[src/rtl/cordic_vector.sv]
// Iterative vectoring-mode CORDIC: converts a Cartesian vector (x, y) into
// atan2(y, x) in Q3.29 radians and a gain-corrected Q2.30 magnitude.
module cordic_vector #(
    parameter int W    = 32,
    parameter int ITER = 16
) (
    input  logic         clk,
    input  logic         rst,
    input  logic         start,
    input  logic [W-1:0] x_in,
    input  logic [W-1:0] y_in,
    output logic         busy,
    output logic         done,
    output logic [W-1:0] angle,
    output logic [W-1:0] mag
);

    localparam int XW   = W + 2;
    localparam int IW   = (ITER > 1) ? $clog2(ITER) : 1;
    localparam int PW   = XW + 32;
    localparam int SH_L = (W >= 32) ? W - 32 : 0;
    localparam int SH_R = (W < 32) ? 32 - W : 0;
    localparam logic [31:0] K_Q131 = 32'h4DBA76D4;

    // Angle constants are tabulated as 32-bit Q3.29 and rescaled to W bits.
    function automatic logic [W-1:0] scale_q(input logic [63:0] v);
        logic [63:0] r;
        r = v << SH_L;
        if (SH_R > 0)
            r = (v + ((64'd1 << SH_R) >> 1)) >> SH_R;
        return r[W-1:0];
    endfunction

    function automatic logic [63:0] atan32(input int i);
        case (i)
            0:       return 64'd421657428;
            1:       return 64'd248918915;
            2:       return 64'd131521918;
            3:       return 64'd66762579;
            4:       return 64'd33510843;
            5:       return 64'd16771758;
            6:       return 64'd8387925;
            7:       return 64'd4194219;
            8:       return 64'd2097141;
            9:       return 64'd1048575;
            default: return (i <= 29) ? (64'd1 << (29 - i)) : 64'd0;
        endcase
    endfunction

    localparam logic signed [W-1:0] HALF_PI = scale_q(64'h3243F6A9);
    localparam logic signed [W-1:0] PI_S    = scale_q(64'h6487ED51);

    typedef enum logic [1:0] {IDLE, PRE, ROT, SCALE} state_t;

    state_t               state_reg, state_next;
    logic signed [XW-1:0] x_reg, y_reg;
    logic signed [W-1:0]  z_reg;
    logic [IW-1:0]        iter_reg;
    logic                 zero_reg;
    logic                 done_reg;
    logic [W-1:0]         angle_reg, mag_reg;

    logic signed [W-1:0]  atan_rom [ITER];
    logic signed [XW-1:0] x_sh, y_sh;
    logic signed [W-1:0]  atan_i;
    logic [PW-1:0]        prod;
    logic [W-1:0]         angle_next;

    genvar gi;
    generate
        for (gi = 0; gi < ITER; gi++) begin : g_rom
            assign atan_rom[gi] = scale_q(atan32(gi));
        end
    endgenerate

    assign x_sh   = x_reg >>> iter_reg;
    assign y_sh   = y_reg >>> iter_reg;
    assign atan_i = atan_rom[iter_reg];
    assign prod   = PW'($unsigned(x_reg)) * PW'(K_Q131);

    // A zero vector has no defined angle, and -pi is folded onto +pi so the
    // result always lies in (-pi, +pi].
    always_comb begin
        angle_next = z_reg;
        if (zero_reg)
            angle_next = '0;
        else if (z_reg > PI_S || z_reg <= -PI_S)
            angle_next = PI_S;
    end

    always_ff @(posedge clk or posedge rst) begin
        if (rst)
            state_reg <= IDLE;
        else
            state_reg <= state_next;
    end

    always_comb begin
        state_next = state_reg;
        case (state_reg)
            IDLE:    if (start) state_next = PRE;
            PRE:     state_next = ROT;
            ROT:     if (iter_reg == IW'(ITER - 1)) state_next = SCALE;
            SCALE:   state_next = IDLE;
            default: state_next = IDLE;
        endcase
    end

    always_ff @(posedge clk or posedge rst) begin
        if (rst) begin
            x_reg     <= '0;
            y_reg     <= '0;
            z_reg     <= '0;
            iter_reg  <= '0;
            zero_reg  <= 1'b0;
            done_reg  <= 1'b0;
            angle_reg <= '0;
            mag_reg   <= '0;
        end else begin
            done_reg <= 1'b0;
            case (state_reg)
                IDLE: begin
                    if (start) begin
                        x_reg    <= {{2{x_in[W-1]}}, x_in};
                        y_reg    <= {{2{y_in[W-1]}}, y_in};
                        zero_reg <= (x_in == '0) && (y_in == '0);
                    end
                end
                PRE: begin
                    // Fold the left half-plane into the right so the
                    // rotations only need to cover +/- pi/2.
                    if (x_reg[XW-1] && !y_reg[XW-1]) begin
                        x_reg <= y_reg;
                        y_reg <= -x_reg;
                        z_reg <= HALF_PI;
                    end else if (x_reg[XW-1]) begin
                        x_reg <= -y_reg;
                        y_reg <= x_reg;
                        z_reg <= -HALF_PI;
                    end else begin
                        z_reg <= '0;
                    end
                    iter_reg <= '0;
                end
                ROT: begin
                    if (!y_reg[XW-1]) begin
                        x_reg <= x_reg + y_sh;
                        y_reg <= y_reg - x_sh;
                        z_reg <= z_reg + atan_i;
                    end else begin
                        x_reg <= x_reg - y_sh;
                        y_reg <= y_reg + x_sh;
                        z_reg <= z_reg - atan_i;
                    end
                    iter_reg <= iter_reg + 1'b1;
                end
                SCALE: begin
                    mag_reg   <= W'(prod >> 31);
                    angle_reg <= angle_next;
                    done_reg  <= 1'b1;
                end
                default: ;
            endcase
        end
    end

    assign busy  = (state_reg != IDLE);
    assign done  = done_reg;
    assign angle = angle_reg;
    assign mag   = mag_reg;

endmodule

[config.mk]
export PLATFORM = sky130hd
export DESIGN_NAME = cordic_vector
export DESIGN_NICKNAME = d
export VERILOG_FILES = /design/src/rtl/cordic_vector.sv
export SDC_FILE = /design/constraint.sdc
export NUM_CORES = 2
export LEC_CHECK = 0
export BUFFER_PORTS_ARGS = -buffer_cell sky130_fd_sc_hd__clkbuf_2
export CAP_MARGIN = 20
export CORE_UTILIZATION = 70
export DETAILED_ROUTE_END_ITERATION = 8
export MAX_ROUTING_LAYER = met4
export PLACE_DENSITY_LB_ADDON = 0.05
export SLEW_MARGIN = 25
export SYNTH_ARGS = -nofsm -noshare
export SYNTH_HDL_FRONTEND = slang
export SYNTH_SLANG_ARGS = --single-unit
[constraint.sdc]
create_clock -name clk -period 11.28 [get_ports clk]
set_input_delay 2.82 -clock clk [delete_from_list [all_inputs] [get_ports clk]]
set_output_delay 2.82 -clock clk [all_outputs]
set_load 0.05 [all_outputs]
# Yosys cells after proc, flatten, opt, wreduce, memory -nomap -nowiden
# Memory sizes are Yosys's and may differ from the RTL's.
# Cells that the tools add are included.
# word_totals
input_bits	67
rom_bits	512
memories	1
mem_bits_rw	0
latchBits	0
register_bits	172
# memory_table
memory	words	word_bits	read_ports	rd_ports_with_merged_regs	write_ports	line	rtl
(no name shown)	16	32	1	0	0	78	assign atan_i = atan_rom[iter_reg];
# classes
div	0
eq_ne	7
n_reduce_logical	14
add_sub_neg	9
n_mul	1
shift	2
n_lt_le_gt_ge	3
muxes	23
bitwise_logic	1
# ops
operator	n
two-way mux 34 bit	8
two-way mux 32 bit	7
one-hot mux 34 bit (3 select lines)	2
adder 34 bit	2
negator 34 bit	2
>>> shifter 34 x 4 -> 34 bit	2
subtractor 34 bit	2
zero test 32 bit	2
one-hot mux 32 bit (2 select lines)	1
multiplier 34 x 29 -> 61 bit (second input constant)	1
adder 32 bit	1
greater-than comparator 32 bit (second input constant)	1
less-or-equal comparator 32 bit (second input constant)	1
subtractor 32 bit	1
one-hot mux 2 bit (4 select lines)	1
one-hot mux 4 bit (2 select lines)	1
AND reduction 2 bit	3
>= comparator 5 bit (second input constant)	1
NOT 4 -> 5 bit	1
adder 4 x 1 -> 4 bit (second input constant)	1
equality test 2 bit (second input constant)	2
equality test 4 bit (second input constant)	1
two-way mux 2 bit	2
inequality test 2 bit (second input constant)	2
10 further kinds	12

# Depth between registers and ports, before layout
# depth
depth_word	7
mapped_depth	28
ltp_nobuf	26

# Worst setup path after synthesis
# No wires, ideal clock.
# synth_timing
kind	reg-to-reg
start	register x_reg[10]
end	register mag_reg[6], in the netlist mag[6]
path_stages_with_launch	24
setup_time_ns	0.125
path_slack_ns	4.178
t_required_ns	11.155
arrival_ns	6.978
cell_sequence	dfrtp_1 > inv_1 > fa_1 > fa_1 > inv_1 > fa_1 > fa_1 > fa_1 > fa_1 > fa_1 > inv_1 > fa_1 > inv_1 > ha_1 > a21oi_1 > o21ai_0 > or4_1 > a211oi_1 > o41ai_1 > a21oi_1 > inv_1 > a21oi_1 > xnor2_1 > mux2_2
# synth_via
elab_chain_cells	1
# synth_rtl
item	line	rtl
start, declared	56	logic signed [XW-1:0] x_reg, y_reg;
start signal, assigned	124	x_reg <= {{2{x_in[W-1]}}, x_in};
start signal, assigned	133	x_reg <= y_reg;
start signal, assigned	137	x_reg <= -y_reg;
multiplier 34 x 29 -> 61 bit	79	assign prod = PW'($unsigned(x_reg)) * PW'(K_Q131);
end signal, assigned	158	mag_reg <= W'(prod >> 31);
end, declared	61	logic [W-1:0] angle_reg, mag_reg;
# Every way passes these cells.
# A chain may end at the register's enable or synchronous reset.

# Final worst setup path
# layout_timing
start	register x_reg[9]
end	register mag_reg[6], in the netlist mag[6]
# The elaborated chain is that of the path after synthesis.

==> results.json <==
{
  "start_util_pct": 70.77,
  "cts_resized": 0,
  "vias": 34150,
  "synth_edf_count": 0,
  "yosys_warnings": 0,
  "dpl.hpwl_mm": 101.8,
  "cp-start-kind": "flop",
  "grt_pass1_wl_mm": 198.3,
  "yosys.area_share.simple_pct": 10.28,
  "holdPathStages": 2,
  "ant_nets": 0,
  "drive_gt1_share_pct": 8.752,
  "path_clk_slew_ns": 0.10,
  "core-area_um2": 56390,
  "cp_common_cell": "fa_1",
  "tightest_slew_ns": 1.279,
  "synthTopCellsByArea": "fa_1 25%, ha_1 16%, dfrtp_1 11%",
  "cts_hold_buf": 0,
  "fp-row-count": 87,
  "ys_ff_latch": 172,
  "fin_crit_sh_pct": 78.04,
  "syn_avg_cell_area_um2": 8.990,
  "worstSetupPathType": "flop to flop",
  "synth_xor_xnor_area_share_pct": 5.499,
  "tns_ns": 0,
  "drt_iter0_drc": 3323,
  "route.detailed.drc": 0,
  "wl_mm": 128.1,
  "cts_buffers": 17,
  "place.gp.congestion": 1.078,
  "cp_max_fo": 13,
  "synth-compound-area-share_pct": 15.51,
  "report.final.slew_viol_count": 0,
  "hold_path_class": "flop to flop",
  "io_buffers": 132,
  "ioPinCount": 133,
  "antenna_found_initial": 4,
  "yosysTopAreaCell": "fa_1",
  "cts_max_level": 4,
  "r2r_cells": 23,
  "seq_area_frac_synth_pct": 10.79,
  "clock.fmax_mhz": 113.6,
  "min_period_ns": 8.803,
  "vias_per_cell": 6.545,
  "clock_path_buffers": 2,
  "wl_per_cell_um": 24.56,
  "grt_pass1_vias": 33940,
  "dieArea_um2": 57970,
  "cts_tree": "yes",
  "setup_violations": 0,
  "reg2reg_from": "x_reg[9]$_DFFE_PP0P_",
  "synth_adder_area_share_pct": 40.31,
  "areaGrowthSynthToFinish_pct": 4.562,
  "outcome": "complete, no violations",
  "relSlewSlack_pct": 13.93,
  "grt_usage_pct": 47.30,
  "hp-start": "mag[4]$_DFFE_PP0P_",
  "drv_cap": 0,
  "ff2ff_setup_slack_ns": 2.48,
  "min_to": "mag[4]$_DFFE_PP0P_",
  "clk_latency_ns": 0.52,
  "synth_common_cells": "813 x inv_1, 500 x ha_1, 491 x fa_1, 271 x a21oi_1, 251 x nor2_1",
  "netlist_instances": 4439,
  "fp.dieH_um": 240.8,
  "fin_nets": 5501,
  "yosysMostFrequentCell": "inv_1",
  "path_cells": "inv_1 > fa_1 > fa_1 > inv_1 > fa_1 > fa_1 > fa_1 > fa_1 > fa_1 > inv_1 > fa_1 > inv_1 > ha_1 > a21oi_1 > o21ai_0 > or4_1 > a211oi_1 > o41ai_1 > a21oi_1 > inv_1 > a21oi_1 > xnor2_1 > mux2_2",
  "cpMaxStageDelayCell": "dfrtp_1",
  "finClkSkew_ns": 0.03554,
  "cts_root_buffer": "clkbuf_16",
  "syn_nets": 5497,
  "muxShareOfSynthArea_pct": 7.885,
  "critical_path_required_ns": 11.70,
  "netlist.area_leader.share_pct": 24.63,
  "cts_num_sinks": 172,
  "synthesis.area_um2": 39910,
  "cp-end-kind": "flop",
  "max_stage_delay_ns": 0.87,
  "crit_arrival_ns": 9.22,
  "final-hold-violation-count": 0,
  "synth_top_family_by_area": "adder cells",
  "r2r_end": "mag[6]$_DFFE_PP0P_",
  "fp.dieW_um": 240.8,
  "grt_max_degree": 116,
  "synth_cell_types": 97,
  "rsz0062_at_grt": "false",
  "cts_setup_buffers": 0,
  "async_flop_share_pct": 100.0,
  "drtPass1Iterations": 8,
  "synthFlopType": "dfrtp_1",
  "grt_overflow_total": 0
}
layout by cell type (no fill, tap or decap), types with 10 or more instances in the layout:
master,count
a221oi_1,33
inv_1,811
o211ai_1,34
ha_1,497
nand3_1,42
buf_4,39
nor4_1,25
or3_1,22
o31ai_1,45
nand4_1,29
nor3_1,51
fa_1,491
xnor2_1,160
clkbuf_16,17
mux2_2,68
a211oi_1,30
a21o_1,68
xor2_1,88
or4_1,10
a31oi_1,50
nand2b_1,37
dfrtp_1,167
a22o_1,20
o221ai_1,17
nor2b_1,32
a21boi_0,21
o21a_1,25
nor2_1,249
mux4_2,66
o21bai_1,14
clkbuf_2,132
and3_1,34
a21oi_1,271
nand2_1,245
and2_1,29
mux2i_1,61
o21ai_0,214
o22ai_1,15
layer usage:
metal	vias to the layer above	wire, µm	track usage (%)
li1	15090	-	-
met5	-	0	-
met4	0	8829	27.41
met2	2082	55700	67.54
met1	16480	49000	59.72
met3	503	14580	13.99
critical path: cells and delay by family (launching register included):
family                   cells  cell delay (ns)
AO/OA/AOI/OAI                6             1.85
XOR/XNOR                     1             0.08
adder cells (fa/ha/maj)      9             4.41
buffers and inverters        5             0.66
flip-flops                   1             0.87
multiplexers                 1             0.26
AND/OR/NAND/NOR              1             0.59
logic make-up (layout without fill, tap and decap cells):
group	count (synthesis)	after routing
flip-flops	172	172
adder cells (fa/ha/maj)	991	991
buffers and inverters	1005	1022
AND/OR/NAND/NOR	852	852
other	0	5
AO/OA/AOI/OAI	962	962
XOR/XNOR	249	249
multiplexers	208	208
final cells by class:
type	instances	area, µm²
well taps	756	945.9
diodes	5	12.51
fillers	4317	14660
clock inverters	15	209.0
inverters	819	3082
flip-flops and latches	172	4320
repair buffers	171	953.4
clock buffers	17	425.4
multi-input cells	3262	31780
how the worst max path moves through the flow:
stage                                     start                   end  slack [ns]  cells past startpoint
after CTS                 x_reg[10]$_DFFE_PP0P_    mag[6]$_DFFE_PP0P_        2.65                     23
after global routing      x_reg[10]$_DFFE_PP0P_    mag[6]$_DFFE_PP0P_        2.07                     23
after floorplan                             rst  angle[0]$_DFFE_PP0P_        3.80                      1
final                      x_reg[9]$_DFFE_PP0P_    mag[6]$_DFFE_PP0P_        2.48                     23
after global placement    x_reg[10]$_DFFE_PP0P_    mag[6]$_DFFE_PP0P_        2.81                     23
after detailed placement  x_reg[10]$_DFFE_PP0P_    mag[6]$_DFFE_PP0P_        2.68                     23
metrics by stage:
step / worst slack [ns] / utilization (%) / instances / instance area [µm²] / hold WS, ns
2_1_floorplan: 3.800 / - / 4439 / 39910 / 0.4504
3_3_place_gp: 2.808 / 72.84 / 5180 / 41070 / 0.4733
3_5_place_dp: 2.679 / 72.85 / 5180 / 41080 / 0.4806
4_1_cts: 2.650 / 73.98 / 5212 / 41710 / 0.5027
5_1_grt: 2.074 / 74.00 / 5216 / 41730 / 0.5164
6_report: 2.477 / 74.00 / 5217 / 41730 / 0.5005
Power is left out: the tool's default activity adds up to more than one toggle a clock period on the data nets, which glitch-free logic cannot reach.
